### src/rtl/tcm_boot_ctrl.sv
// -----------------------------------------------------------------------------
// tcm_boot_ctrl
//
// Boot and run sequencer for the RISC-V TCM SoC.
//   1. LOAD   : streams a program image from the loader into the TCM
//               instruction write port, one word per beat, core held in reset.
//   2. SETTLE : lets the final TCM write land, core still in reset.
//   3. RUN    : releases core reset and watches fetch for END_INST, bounded
//               by a run-cycle budget.
//   4. DRAIN  : keeps the core running a few cycles after END_INST is seen.
//   5. DONE / ERR : core back in reset, result reported, counters hold.
//
// Ports:
//   clk_i           clock
//   rst_i           asynchronous active-low reset
//   start_i         start pulse, honoured in IDLE, DONE and ERR only
//   ld_valid_i      loader word valid
//   ld_data_i       loader instruction word
//   ld_last_i       final word of the image (qualified by ld_valid_i)
//   ld_ready_o      loader ready (high throughout LOAD)
//   tb_inst_we_o    TCM instruction byte-write enables
//   tb_inst_addr_o  TCM instruction write byte address
//   tb_inst_data_o  TCM instruction write data
//   rst_cpu_o       core reset, active-high (low only in RUN and DRAIN)
//   fetch_valid_i   fetch-stage instruction valid
//   fetch_inst_i    fetch-stage instruction
//   busy_o          high in LOAD, SETTLE, RUN and DRAIN
//   done_o          program completed (sticky until next start)
//   timeout_o       run budget exhausted (sticky until next start)
//   word_cnt_o      number of words loaded
//   cycle_cnt_o     number of cycles spent in RUN
// -----------------------------------------------------------------------------
module tcm_boot_ctrl #(
  parameter logic [31:0] BASE_ADDR      = 32'h0,
  parameter int unsigned MAX_WORDS      = 100,
  parameter int unsigned SETTLE_CYCLES  = 1,
  parameter int unsigned TIMEOUT_CYCLES = 40000,
  parameter int unsigned DRAIN_CYCLES   = 5,
  parameter logic [31:0] END_INST       = 32'h00008067
) (
  input  logic        clk_i,
  input  logic        rst_i,
  input  logic        start_i,
  input  logic        ld_valid_i,
  input  logic [31:0] ld_data_i,
  input  logic        ld_last_i,
  output logic        ld_ready_o,
  output logic [3:0]  tb_inst_we_o,
  output logic [31:0] tb_inst_addr_o,
  output logic [31:0] tb_inst_data_o,
  output logic        rst_cpu_o,
  input  logic        fetch_valid_i,
  input  logic [31:0] fetch_inst_i,
  output logic        busy_o,
  output logic        done_o,
  output logic        timeout_o,
  output logic [31:0] word_cnt_o,
  output logic [31:0] cycle_cnt_o
);

  typedef enum logic [2:0] {
    S_IDLE,
    S_LOAD,
    S_SETTLE,
    S_RUN,
    S_DRAIN,
    S_DONE,
    S_ERR
  } state_t;

  localparam logic [31:0] LAST_IDX    = 32'(MAX_WORDS - 1);
  localparam logic [31:0] SETTLE_LEN  = 32'(SETTLE_CYCLES);
  localparam logic [31:0] DRAIN_LEN   = 32'(DRAIN_CYCLES);
  localparam logic [31:0] TIMEOUT_LEN = 32'(TIMEOUT_CYCLES);

  state_t      state;
  logic [31:0] addr_next;   // byte address for the next accepted beat
  logic [31:0] phase_cnt;   // cycles already spent in SETTLE or DRAIN

  logic accept;
  logic last_beat;
  logic end_hit;
  logic idle_like;

  always_comb begin
    idle_like  = (state == S_IDLE) || (state == S_DONE) || (state == S_ERR);
    ld_ready_o = (state == S_LOAD);
    busy_o     = !idle_like;
    rst_cpu_o  = !((state == S_RUN) || (state == S_DRAIN));
    accept     = ld_valid_i && (state == S_LOAD);
    // word_cnt_o still holds the index of the beat being accepted here
    last_beat  = ld_last_i || (word_cnt_o == LAST_IDX);
    end_hit    = fetch_valid_i && (fetch_inst_i == END_INST);
  end

  always_ff @(posedge clk_i or negedge rst_i) begin
    if (!rst_i) begin
      state          <= S_IDLE;
      tb_inst_we_o   <= '0;
      tb_inst_addr_o <= BASE_ADDR;
      tb_inst_data_o <= '0;
      addr_next      <= BASE_ADDR;
      phase_cnt      <= '0;
      done_o         <= 1'b0;
      timeout_o      <= 1'b0;
      word_cnt_o     <= '0;
      cycle_cnt_o    <= '0;
    end else begin
      // TCM write port: one registered write per accepted beat
      tb_inst_we_o <= '0;
      if (accept) begin
        tb_inst_we_o   <= '1;
        tb_inst_addr_o <= addr_next;
        tb_inst_data_o <= ld_data_i;
        addr_next      <= addr_next + 32'd4;
        word_cnt_o     <= word_cnt_o + 32'd1;
      end

      unique case (state)
        S_IDLE, S_DONE, S_ERR: begin
          if (start_i) begin
            state       <= S_LOAD;
            addr_next   <= BASE_ADDR;
            word_cnt_o  <= '0;
            cycle_cnt_o <= '0;
            done_o      <= 1'b0;
            timeout_o   <= 1'b0;
          end
        end

        S_LOAD: begin
          if (accept && last_beat) begin
            state     <= S_SETTLE;
            phase_cnt <= '0;
          end
        end

        S_SETTLE: begin
          if (phase_cnt + 32'd1 >= SETTLE_LEN) begin
            state       <= S_RUN;
            cycle_cnt_o <= 32'd1;
          end else begin
            phase_cnt <= phase_cnt + 32'd1;
          end
        end

        S_RUN: begin
          // END_INST takes priority over an expiring budget in the same cycle
          if (end_hit) begin
            state     <= S_DRAIN;
            phase_cnt <= '0;
          end else if (cycle_cnt_o >= TIMEOUT_LEN) begin
            state     <= S_ERR;
            timeout_o <= 1'b1;
          end else begin
            cycle_cnt_o <= cycle_cnt_o + 32'd1;
          end
        end

        S_DRAIN: begin
          if (phase_cnt + 32'd1 >= DRAIN_LEN) begin
            state  <= S_DONE;
            done_o <= 1'b1;
          end else begin
            phase_cnt <= phase_cnt + 32'd1;
          end
        end

        default: state <= S_IDLE;
      endcase
    end
  end

endmodule
### config.mk
export PLATFORM = sky130hd
export DESIGN_NAME = tcm_boot_ctrl
export DESIGN_NICKNAME = d
export VERILOG_FILES = /design/src/rtl/tcm_boot_ctrl.sv
export SDC_FILE = /design/constraint.sdc
export NUM_CORES = 1
export LEC_CHECK = 0
export ABC_AREA = 1
export BUFFER_PORTS_ARGS = -buffer_cell sky130_fd_sc_hd__buf_2
export CAP_MARGIN = 20
export CORE_UTILIZATION = 55
export DETAILED_ROUTE_END_ITERATION = 8
export HOLD_SLACK_MARGIN = 0.05
export PLACE_DENSITY_LB_ADDON = 0.12
export REMOVE_ABC_BUFFERS = 1
export SYNTH_ARGS = -nofsm -noshare
export SYNTH_HDL_FRONTEND = slang
export SYNTH_SLANG_ARGS = --single-unit
### constraint.sdc
create_clock -name clk_i -period 3.9 [get_ports clk_i]
set_input_delay 0.39 -clock clk_i [delete_from_list [all_inputs] [get_ports clk_i]]
set_output_delay 0.39 -clock clk_i [all_outputs]
set_load 0.01 [all_outputs]
Word level (Yosys, flattened, before mapping)
Index checks and enable logic that the tools add are counted.
Cells by class
  add/subtract/negate cells: 4
  magnitude comparators: 3
  equality and inequality tests: 19
  mux-type cells: 30
  reduce and logical (&&, ||, !) cells: 20
Operators with widths (number)
  32-bit 2-to-1 mux: 14
  32-bit one-hot mux with 4 select lines: 1
  32-bit by 1-bit adder with 32-bit output, second input constant: 3
  32-bit one-hot mux with 3 select lines: 1
  32-bit by 3-bit adder with 32-bit output, second input constant: 1
  32-bit by 16-bit equality test with 1-bit output, second input constant: 1
  32-bit by 7-bit equality test with 1-bit output, second input constant: 1
  32-bit by 1-bit >= comparator with 1-bit output, second input constant: 1
  32-bit by 16-bit >= comparator with 1-bit output, second input constant: 1
  32-bit by 3-bit >= comparator with 1-bit output, second input constant: 1
  3-bit 2-to-1 mux: 6
  3-bit one-hot mux with 5 select lines: 1
  5-bit AND reduction: 3
  2-bit != test, second input constant: 7
  3-bit equality test, second input constant: 3
  3-bit by 2-bit equality test with 1-bit output, second input constant: 2
  2-bit by 1-bit != test with 1-bit output, second input constant: 3
  1-bit logical OR: 4
  1-bit 2-to-1 mux: 4
  4-bit 2-to-1 mux: 1
  1-bit one-hot mux with 2 select lines: 2
  4-bit AND reduction: 1
  2-bit nonzero test: 2
  4-bit nonzero test: 1
  8 further kinds: 11
Word-level totals
  register bits after elaboration: 201
  bits of input ports: 70
  output and inout bits: 137
  word-level logic and storage cells: 86

Logic depth before layout (Yosys ltp)
Gate-level depths: netlist of run 1.
  word-level depth: 5
  gate-level depth with buffers: 19
  mapped depth without buffers: 18

Worst setup path before layout of run 1
Ideal clock, no wire load.
  path kind: register -> register
  start: register phase_cnt[1]
  end: register phase_cnt[2]
  setup time: 0.117 ns
  arrival time: 2.102 ns
  required time: 3.783 ns
  setup slack: 1.681 ns
  cell stages (with the launch flop): 17
  path buffers: 1
  clock period less this slack: 2.219 ns
  path through: dfrtp_1 ha_1 nand2_1 nor2_4 nand2_1 nor2_1 xnor2_1 nand3_1 nor2_1 nand2_1 nor2_2 nand2_1 nand2_2 nand3_4 buf_6 nand2_1 nand2_1
On the way
  longest elaborated chain between the ends: 4
RTL lines
  start, declared: RTL line 78  | logic [31:0] phase_cnt;
  start signal, assigned: RTL line 143  | phase_cnt <= phase_cnt + 32'd1;
  start signal, assigned: RTL line 165  | phase_cnt <= phase_cnt + 32'd1;
  32-bit by 1-bit adder with 32-bit output *
  32-bit by 1-bit >= comparator with 1-bit output / 32-bit by 3-bit >= comparator with 1-bit output (equally long branches): RTL line 139, 161
  2-bit != test (no line)
  5-bit AND reduction (no line)
Mark *: on every way between the ends. The rest lies on a longest branch, timed or not. The select of a mux whose other input is x is not followed.
A chain may end at the register's enable or synchronous reset.

Worst setup path in the final report of run 1
  start: register phase_cnt[1]
  end: register cycle_cnt_o[13]
On the way
  longest elaborated chain between the ends: 4
RTL lines
  32-bit by 1-bit adder with 32-bit output: RTL line 139  | if (phase_cnt + 32'd1 >= SETTLE_LEN) begin
  32-bit by 1-bit >= comparator with 1-bit output: RTL line 139
  2-bit != test (no line)
  5-bit AND reduction (no line)
  end signal, assigned: RTL line 156  | cycle_cnt_o <= cycle_cnt_o + 32'd1;
  end, declared: RTL line 58  | output logic [31:0] cycle_cnt_o
No other way between the ends.

==> results by group, run 1 <==
Synth
  – Syn_area_per_cell: around 7.3 um^2
  – Synth Instances: ~1.4k
  – Synth area leaders: dfrtp_1 47%, nand2_1 18%, nor2_1 6.3%, inv_1 5.7%, xor2_1 3.0%
  – Yosys top cell area share: a little under half
  – Top FF cell, synth: dfrtp_1
  – Register area share after synthesis: between 40% and 50%
  – Post-synth EDFFs: 0
  – Post-synth ARST share: 100%
  – Synth warnings: 0
  – Yosys cell types: 42
  – FF+latch count, synth: just under 200
  – Biggest area consumer among synthesized cells: dfrtp_1
  – Mapped Area: between 10000 and 15000 um^2

Placed design
  – Port Buffers: 204
  – GP Congestion: approximately 0.9
  – DP HPWL: 17900 um
  – Placed Area: around 12000 um^2

Route
  – DRC viols: 11
  – Post-route antenna net violation count: 0
  – Total Routed Length: about 25000 um
  – Vias per inst: 5.08
  – Via count: about 9.4k
  – DRT Pass-1 Iters: 9
  – 1st-iter DRT viols: 575
  – Average wire per standard cell: around 13 um

Timing
  – Least-Margin Pin Slew: just over 0.9 ns
  – TNS Setup: 0 ns
  – RSZ-0062 raised after global routing: false
  – Final clock skew: about 0.013 ns
  – Slew Viols, Final: 0
  – Final Hold Vio Count: 0
  – Worst rel slew slack: between 30% and 40%
  – # setup viols final: 0
  – Final min period: 2.90 ns
  – Period utilization: 74.4%
  – Peak Freq: roughly 340 MHz

Global route
  – Largest net degree at the start of global routing: 110
  – Total GRT Usage: a little over a quarter
  – Global-route congestion overflow total: 0
  – First-pass GRT wire length: around 42000 um
  – Vias in the first global route: about 9.0k
  – Initial antenna violation count: 0

Critical path
  – Largest stage delay, worst path: around 0.46 ns
  – Slowest stage cell, crit path: dfrtp_1
  – Worst path arrival time: around 3.2 ns
  – Crit. Startpoint: phase_cnt[1]
  – Buf+Inv Stages, Crit Path: 1
  – Crit start category: flop
  – CP required: 4.24 ns
  – Cells along the critical path: ha_1 > nand3_1 > nor2_1 > nand2_1 > nor2_1 > nand3_1 > nand2_1 > nand2_1 > nor2_1 > nand2_1 > nor2_2 > nand3_1 > nand2_2 > inv_2 > nand2_1 > nand2_1
  – Setup Crit Path Kind: reg -> reg
  – Crit Reg-Reg Startpoint: phase_cnt[1]
  – Crit. End Element: flop
  – Delay-heaviest family, CP: simple AND/OR/NAND/NOR gates
  – Max FO, Critical Path: 26
  – CP most frequent cell: nand2_1

Power and ir drop
  – Static leakage: ~0.0065 uW
  – Power Density: approximately 510 nW/um^2
  – Worst IR Drop VDD: around 400 uV

CTS
  – Reg clk slew, reported paths: 0.08 ns
  – CTS tree: done
  – Post-cts sizing count: 0
  – CTS Buf Count: 17
  – CTS sink cnt: slightly below 200
  – Worst-Skew Late Latency: 0.44 ns
  – Clock tree buffer depth: 2
  – Root Driver: clkbuf_16
  – Cts-stage hold buffer count: 0
  – H-tree depth: 4
  – Postcts setup bufs: 0

Outcome
  – Failing checks: DRC
  – Status: complete, but fails checks

Floorplanning
  – Starting Density: 56.9%
  – Die footprint: between 15000 and 20000 um^2
  – Top-level I/O count: between 200 and 250
  – Site Rows: between 40 and 50
  – Die height: 139 um
  – Die X: around 140 um
  – Core ar.: around 18000 um^2

Finish
  – ANT cells: 0
  – Post-layout utilization of the core: roughly two thirds
  – Layout cells sized above 1: about 18%
  – Area Growth Syn to Fin: 17.2%
  – Most common cell after layout, fill and taps aside: nand2_1
  – Most frequent cells in the layout: 492 x nand2_1, 203 x buf_2, 194 x dfrtp_1
  – Layout Cell Area excl Fill: 12100 um^2
  – Final nets: 1680

Hold path
  – Worst hold path class: in -> async

Run
  – Max cap viols: 0
logic make-up (layout without fill, tap and decap cells):
group,Yosys count,after routing,synth area share [%]
and+or+nand+nor,849,849,34.7
buffers and inverters,214,419,8.35
DFF,194,194,46.9
AOI/OAI and AO/OA,100,100,5.42
xor gates and xnor gates,45,45,3.80
adders and majority gates,7,7,0.845
other,1,2,0.0362
power breakdown:
group | total (uW) | internal (uW) | switching (uW)
Combinational | 1860 | 573 | 1280
Sequential | 2560 | 2340 | 223
Clock | 1770 | 882 | 884
Total | 6180 | 3790 | 2390
cells in the mapped netlist, drive strengths merged (9+ instances only):
library cell	n
nor4	20
inv	174
nor3	31
nor2	198
o21ai	46
nand3	60
nand4	29
a21oi	32
xor2	36
dfrtp	194
clkbuf	21
nand2	500
xnor2	9
buf	16
final timing paths:
check | endpoint | slack [ns] | cells after the start
hold / removal | phase_cnt[10] | 0.06 | 1
min in group clk_i | tb_inst_data_o[27] | 0.15 | 3
hold reg to reg | tb_inst_data_o[4] | 0.47 | 2
setup / recovery | cycle_cnt_o[13] | 1.0 | 16
max in group asynchronous | tb_inst_data_o[21] | 2.94 | 2
setup reg to reg | cycle_cnt_o[13] | 1.0 | 16
metal layers:
metal	vias to the layer above	track usage (%)	wire [um]	share of wire, %
met3	52	5.26	1180	4.7
met2	249	45.5	12100	49
met5	-	0	0	0
met4	0	9.30	572	2.3
li1	4792	-	-	-
met1	4276	33.9	11100	44
registers in the layout (all words and copies together), names as in the netlist:
name            flops
cycle_cnt_o        32
phase_cnt          32
tb_inst_data_o     32
word_cnt_o         32
addr_next          30
tb_inst_addr_o     30
state               3
done_o              1
tb_inst_we_o        1
timeout_o           1
area by class of cell:
| type | count | area (um^2) |
|---|---|---|
| Tap cell | 229 | 287 |
| Clock inverter | 14 | 159 |
| Inverter | 177 | 664 |
| Timing Repair Buffer | 210 | 1090 |
| Clock buffer | 18 | 439 |
| Sequential cell | 194 | 4850 |
| Fill cell | 1590 | 6070 |
| Multi-Input combinational cell | 1003 | 4650 |
per-stage QoR:
stage | std cells | hold slack [ns] | setup WS, ns | total power, uW
after detailed placement | 1813 | 0.453 | 1.02 | 4470
after floorplan | 1374 | 0.0944 | 0.616 | 3710
after global routing | 1845 | 0.135 | 0.559 | 6580
after CTS | 1845 | 0.110 | 1.01 | 6240
after global placement | 1813 | 0.449 | 1.09 | 4420
final | 1845 | 0.0645 | 0.999 | 6180
Power figures use the tool's default switching activity.
==> run 2: changes to the inputs <==
Settings changed: CORE_UTILIZATION 55 to 50.
Clock period 3.9 ns to 2.35 ns, I/O delays scaled along.
==> run 2 against run 1 <==
Compared with the run above:
- the flow finishes with violations (setup timing)
- sequential share of layout area down 5.0 points
- critical endpoint is now phase_cnt[2]
- critical path depth rose by 1
- flip-flop and latch count stayed put
- hold slack improved by 0.022 ns
==> results by group, run 2 (synthesis gave the netlist of run 1 again) <==
Outcome
  – Status: complete, but fails checks
  – Failing checks: setup timing

Critical path
  – Reg2Reg Depth: 17
  – Cells along the critical path: ha_4 > nand2_4 > nor2_4 > nand2_2 > inv_1 > nand3_1 > nand2_1 > nand2_1 > nor2_2 > nand3_2 > nor2_4 > nand3_1 > nand2_2 > nand3_4 > clkbuf_16 > nand2_2 > nand2_1
  – Crit. End Element: flop
  – Worst path arrival time: approximately 2.8 ns
  – Slowest stage cell, crit path: dfrtp_1
  – CP required: ~2.7 ns
  – Delay-heaviest family, CP: simple AND/OR/NAND/NOR gates
  – Setup Crit Path Kind: reg -> reg
  – Buf+Inv Stages, Crit Path: 2
  – Crit Reg-Reg Startpoint: phase_cnt[1]
  – R2R setup slack: -0.16 ns
  – Reg2Reg Capture Point: phase_cnt[2]
  – Largest stage delay, worst path: about 0.42 ns
  – Crit start category: flop
  – Max FO, Critical Path: 8

CTS
  – H-tree depth: 4
  – Worst-Skew Late Latency: roughly 0.44 ns
  – CTS sink cnt: between 150 and 200
  – Root Driver: clkbuf_16
  – Reg clk slew, reported paths: roughly 0.070 ns
  – Clock tree buffer depth: 2
  – CTS tree: done
  – CTS Buf Count: 17

Timing
  – Period utilization: 107%
  – Setup WS post-layout: -0.159 ns
  – Worst rel slew slack: between 50% and 60%
  – Peak Freq: 399 MHz
  – Slew Viols, Final: 0
  – Final min period: ~2.5 ns
  – # setup viols final: between 60 and 70
  – Final Hold Vio Count: 0
  – RSZ-0062 raised after global routing: true
  – Final clock skew: around 0.017 ns
  – Hold Worst Slack: between 0.08 and 0.09 ns
  – Least-Margin Pin Slew: roughly 0.65 ns

Power and ir drop
  – Static leakage: about 0.0074 uW
  – Pint: between 7000 and 8000 uW
  – Clk pwr share: between 20% and 30%
  – Final Power: between 10000 and 15000 uW
  – Gate power share: 38.0%
  – Worst IR Drop VDD: ~630 uV
  – Net Sw Frac: between 30 and 40%
  – Switching power total: between 4000 and 5000 uW
  – Sequential share of power: 36.4%
  – Power Density: approximately 840 nW/um^2

Floorplanning
  – Die X: between 100 and 150 um
  – Die footprint: between 20000 and 25000 um^2
  – Top-level I/O count: just over 200
  – Die height: 146 um
  – Starting Density: between 50% and 60%
  – Core ar.: between 20000 and 25000 um^2
  – Site Rows: 52

Route
  – Post-route antenna net violation count: 0
  – Via count: 10.2k
  – Total Routed Length: 28600 um
  – Average wire per standard cell: 14.1 um
  – 1st-iter DRT viols: ~460
  – DRT Pass-1 Iters: 5
  – Vias per inst: between 5 and 6
  – DRC viols: 0

Finish
  – Most common cell after layout, fill and taps aside: nand2_1
  – Most frequent cells in the layout: 457 x nand2_1, 203 x buf_2, 193 x dfrtp_1
  – Area Growth Syn to Fin: 33.8%
  – Layout Cell Area excl Fill: ~14000 um^2
  – Seq. cell area: between 4000 and 5000 um^2
  – Multi-input gate area: 4980 um^2
  – Fillers: 1766
  – Final nets: between 1.5k and 2k
  – Layout cells sized above 1: 27.5%

Global route
  – Vias in the first global route: around 9.6k
  – First-pass GRT wire length: between 40000 and 50000 um
  – Initial antenna violation count: 1
  – Global-route congestion overflow total: 0
  – Largest net degree at the start of global routing: 69
  – Total GRT Usage: 26.6%

Placed design
  – Placed Area: between 10000 and 15000 um^2
  – GP Congestion: 0.900
  – Port Buffers: between 200 and 250
  – DP HPWL: 19500 um

Hold path
  – Worst hold path class: in -> reg
  – HP Start: start_i
  – Hold depth: 2
  – Hold EP: addr_next[27]

Run
  – Max cap viols: 0
-- run 2: worst max-delay path by stage --
stage / from / to / slack, ns / depth (start not counted)
6_report: phase_cnt[1] / phase_cnt[2] / -0.16 / 17
3_5_place_dp: phase_cnt[0] / cycle_cnt_o[11] / -0.18 / 15
5_1_grt: phase_cnt[4] / phase_cnt[2] / -0.31 / 17
4_1_cts: phase_cnt[1] / phase_cnt[6] / -0.007 / 19
3_3_place_gp: phase_cnt[7] / cycle_cnt_o[9] / -0.09 / 17
2_1_floorplan: state[2] / addr_next[13] / -0.93 / 12
-- run 2: layout make-up --
cell class | instances | share of cell area (%)
clock inverter | 15 | 1.31
multi-input combinational | 1003 | 35.9
clock buffer | 17 | 3.07
sequential | 194 | 35.0
timing repair inverter | 2 | 0.135
tap | 270 | 2.44
antenna | 2 | 0.0361
inverter | 177 | 4.93
timing repair buffer | 354 | 17.2
-- run 2: power groups by stage --
| stage | Clock, uW | Sequential [uW] | Combinational [uW] |
|---|---|---|---|
| 2_1_floorplan | 0 | 4470 | 1680 |
| 3_5_place_dp | 0 | 4260 | 3580 |
| 5_1_grt | 3120 | 4290 | 4810 |
| 3_3_place_gp | 0 | 4250 | 3520 |
| 4_1_cts | 3020 | 4210 | 3730 |
| 6_report | 2960 | 4220 | 4410 |
-- run 2: layer usage --
metal | up-vias | GRT usage [%] | share of wire (%)
met4 | 0 | 10.3 | 3.0
met2 | 288 | 45.4 | 49
met3 | 65 | 4.26 | 4.1
li1 | 5076 | - | -
met1 | 4805 | 33.8 | 43
met5 | - | 0 | 0
-- run 2: worst reg2reg max path: cells and delay by family (launching register included) --
family | cells | cell delay, ns
and+or+nand+nor | 14 | 1.48
buffers and inverters | 2 | 0.35
DFF | 1 | 0.42
adders and majority gates | 1 | 0.18
-- run 2: repair_timing --
| item | CTS | global route |
|---|---|---|
| hold endpoints to repair | 83 | 0 |
| setup buffers | 8 | 15 |
| hold buffers | 33 | 0 |
| cloned | 0 | 4 |
| endpoints found under the setup margin | 89 | 103 |
| pin swaps | 9 | 13 |
| resized for setup | 28 | 92 |
-- run 2: through the flow --
| step | utilization [%] | setup slack (ns) | cells | TNS (ns) |
|---|---|---|---|---|
| after CTS | 65.9 | -0.00739 | 2013 | -0.0179 |
| after global placement | 60.5 | -0.0908 | 1940 | -1.42 |
| after floorplan | - | -0.934 | 1374 | -21.46 |
| after detailed placement | 60.5 | -0.180 | 1940 | -7.38 |
| after global routing | 68.3 | -0.313 | 2033 | -17.63 |
| final | 68.3 | -0.159 | 2034 | -5.89 |
==> run 3: changes to the inputs <==
Settings changed: MAX_ROUTING_LAYER set to met4, SKIP_CTS_REPAIR_TIMING set to 1.
==> run 3 against run 2 <==
Compared with the run above:
- the run still ends with setup timing left
- routed wire length shrank 4.4%
- largest cell class unchanged
- register-to-register slack better by 0.09 ns
- count of clock-buffer cells in the layout stayed put
- die area stayed put
- cell count shrank 0.59%
- non-clock buffer count down 11
==> results by group, run 3 (synthesis gave the netlist of run 1 again) <==
Floorplanning
  – Die height: 146 um
  – Top-level I/O count: 207
  – Site Rows: 52
  – Die X: about 150 um
  – Starting Density: approximately half
  – Die footprint: around 21000 um^2
  – Core ar.: 20300 um^2

Critical path
  – Reg2Reg Depth: 17
  – Worst path arrival time: 2.74 ns
  – CP required: ~2.7 ns
  – Crit Reg-Reg Startpoint: phase_cnt[0]
  – Crit. End Element: flop
  – Crit start category: flop
  – Reg2Reg Capture Point: phase_cnt[23]
  – Setup Crit Path Kind: reg -> reg
  – R2R setup slack: -0.07 ns
  – Max FO, Critical Path: 32

Timing
  – # setup viols final: 42
  – TNS Setup: -1.23 ns
  – Final Hold Vio Count: 0
  – Setup WS post-layout: -0.0661 ns
  – Worst rel slew slack: 58.1%
  – Final clock skew: approximately 0.015 ns
  – Slew Viols, Final: 0
  – Least-Margin Pin Slew: around 0.63 ns
  – Final min period: ~2.4 ns
  – RSZ-0062 raised after global routing: true
  – Peak Freq: between 400 and 500 MHz
  – Period utilization: 103%

Placed design
  – Placement Setup Slack: -0.142 ns
  – DP HPWL: a little under 20000 um
  – GP Congestion: 0.914
  – Port Buffers: between 200 and 250

Route
  – Vias per inst: ~5
  – 1st-iter DRT viols: ~570
  – Total Routed Length: approximately 27000 um
  – Via count: 10.0k
  – Post-route antenna net violation count: 0
  – Average wire per standard cell: 13.5 um
  – DRC viols: 0
  – DRT Pass-1 Iters: 5

Finish
  – Final nets: roughly 1.8k
  – Most common cell after layout, fill and taps aside: nand2_1
  – Layout cells sized above 1: between 20% and 30%
  – Seq. cell area: 4860 um^2
  – Area Growth Syn to Fin: 31.5%
  – Multi-input gate area: approximately 4900 um^2
  – Fillers: about 1.8k
  – Most frequent cells in the layout: 471 x nand2_1, 203 x buf_2, 193 x dfrtp_1

Power and ir drop
  – Worst IR Drop VDD: about 570 uV
  – Switching power total: around 4400 uW
  – Sequential share of power: a little under two fifths
  – Pint: slightly below 7000 uW
  – Static leakage: 0.00728 uW
  – Gate power share: a little over a third
  – Net Sw Frac: between 30% and 40%
  – Power Density: between 800 and 900 nW/um^2
  – Clk pwr share: between 20% and 30%

CTS
  – Reg clk slew, reported paths: about 0.080 ns
  – CTS tree: done
  – Worst-Skew Late Latency: roughly 0.43 ns
  – Clock tree buffer depth: 2
  – CTS sink cnt: a little under 200
  – Root Driver: clkbuf_16
  – CTS Buf Count: 17
  – H-tree depth: 4

Outcome
  – Status: complete, but fails checks
  – Failing checks: setup timing

Global route
  – Vias in the first global route: 9267
  – Largest net degree at the start of global routing: 67
  – Total GRT Usage: a little over a quarter
  – First-pass GRT wire length: between 40000 and 50000 um
  – Global-route congestion overflow total: 0
  – Initial antenna violation count: 1

Hold path
  – Hold EP: tb_inst_data_o[8]
  – HP Start: ld_data_i[8]
  – Worst hold path class: in -> reg
  – Hold depth: 3

Run
  – Max cap viols: 0
## run 3: changes by cell type in the layout (fill, tap and decap cells not counted), moves of 4 or more
cell / change
nand2_4: -13
o21ai_0: -4
nor2_2: +8
nand2_1: +14
inv_1: +15
inv_2: -13
buf_4: -6
nor2_1: -6
## run 3: cell type report
| class | count | share of cell area, % |
|---|---|---|
| multi-input combinational | 1003 | 35.8 |
| clock buffer | 17 | 3.12 |
| sequential | 194 | 35.7 |
| timing repair buffer | 343 | 16.5 |
| inverter | 177 | 4.97 |
| timing repair inverter | 2 | 0.165 |
| clock inverter | 15 | 1.36 |
| tap | 270 | 2.48 |
| antenna | 1 | 0.0184 |
## run 3: worst max-delay path: stages (launching register included)
cell,delay (ns)
dfrtp_1,0.39
ha_2,0.22
nand2_2,0.08
nor2_4,0.19
nand2_4,0.10
nor2_4,0.14
nand2_1,0.07
nand2_1,0.08
nand3_1,0.07
nor2_1,0.10
nand3_1,0.09
nor2_2,0.21
nand2_2,0.09
nand2_2,0.09
nand3_4,0.07
buf_12,0.17
nand2_1,0.10
inv_2,0.04
## run 3: power groups by stage
stage | combinational (uW) | sequential (uW) | clock (uW)
2_1_floorplan | 1680 | 4470 | 0
3_3_place_gp | 3470 | 4250 | 0
3_5_place_dp | 3540 | 4270 | 0
4_1_cts | 3550 | 4220 | 3020
5_1_grt | 4510 | 4300 | 3120
6_report | 4090 | 4230 | 2970
## run 3: layer usage
layer | GRT usage [%] | up-vias | routed length [um]
met5 | - | - | 0
met1 | 33.3 | 4691 | 12100
li1 | - | 5055 | -
met2 | 42.8 | 246 | 13700
met3 | 4.20 | 41 | 1140
met4 | 7.37 | 0 | 484
## run 3: how the worst max path moves through the flow
stage,start,to,slack [ns],cells past startpoint
5_1_grt,phase_cnt[0],phase_cnt[1],-0.25,17
2_1_floorplan,state[2],addr_next[13],-0.93,12
4_1_cts,phase_cnt[0],cycle_cnt_o[8],-0.17,18
3_5_place_dp,phase_cnt[0],cycle_cnt_o[9],-0.14,18
6_report,phase_cnt[0],phase_cnt[23],-0.07,17
3_3_place_gp,phase_cnt[7],cycle_cnt_o[8],-0.08,17
## run 3: per-stage QoR
step                      area [um^2]  power (uW)  util [%]  std cells  hold WS, ns
after floorplan                 10200        6150         -       1374      -0.0606
after global placement          12300        7730      60.6       1944        0.257
after detailed placement        12300        7810      60.6       1944        0.261
after CTS                       12900       10800      63.6       1976       -0.202
after global routing            13600       11900      67.1       2022       0.0505
final                           13600       11300      67.1       2022       0.0328
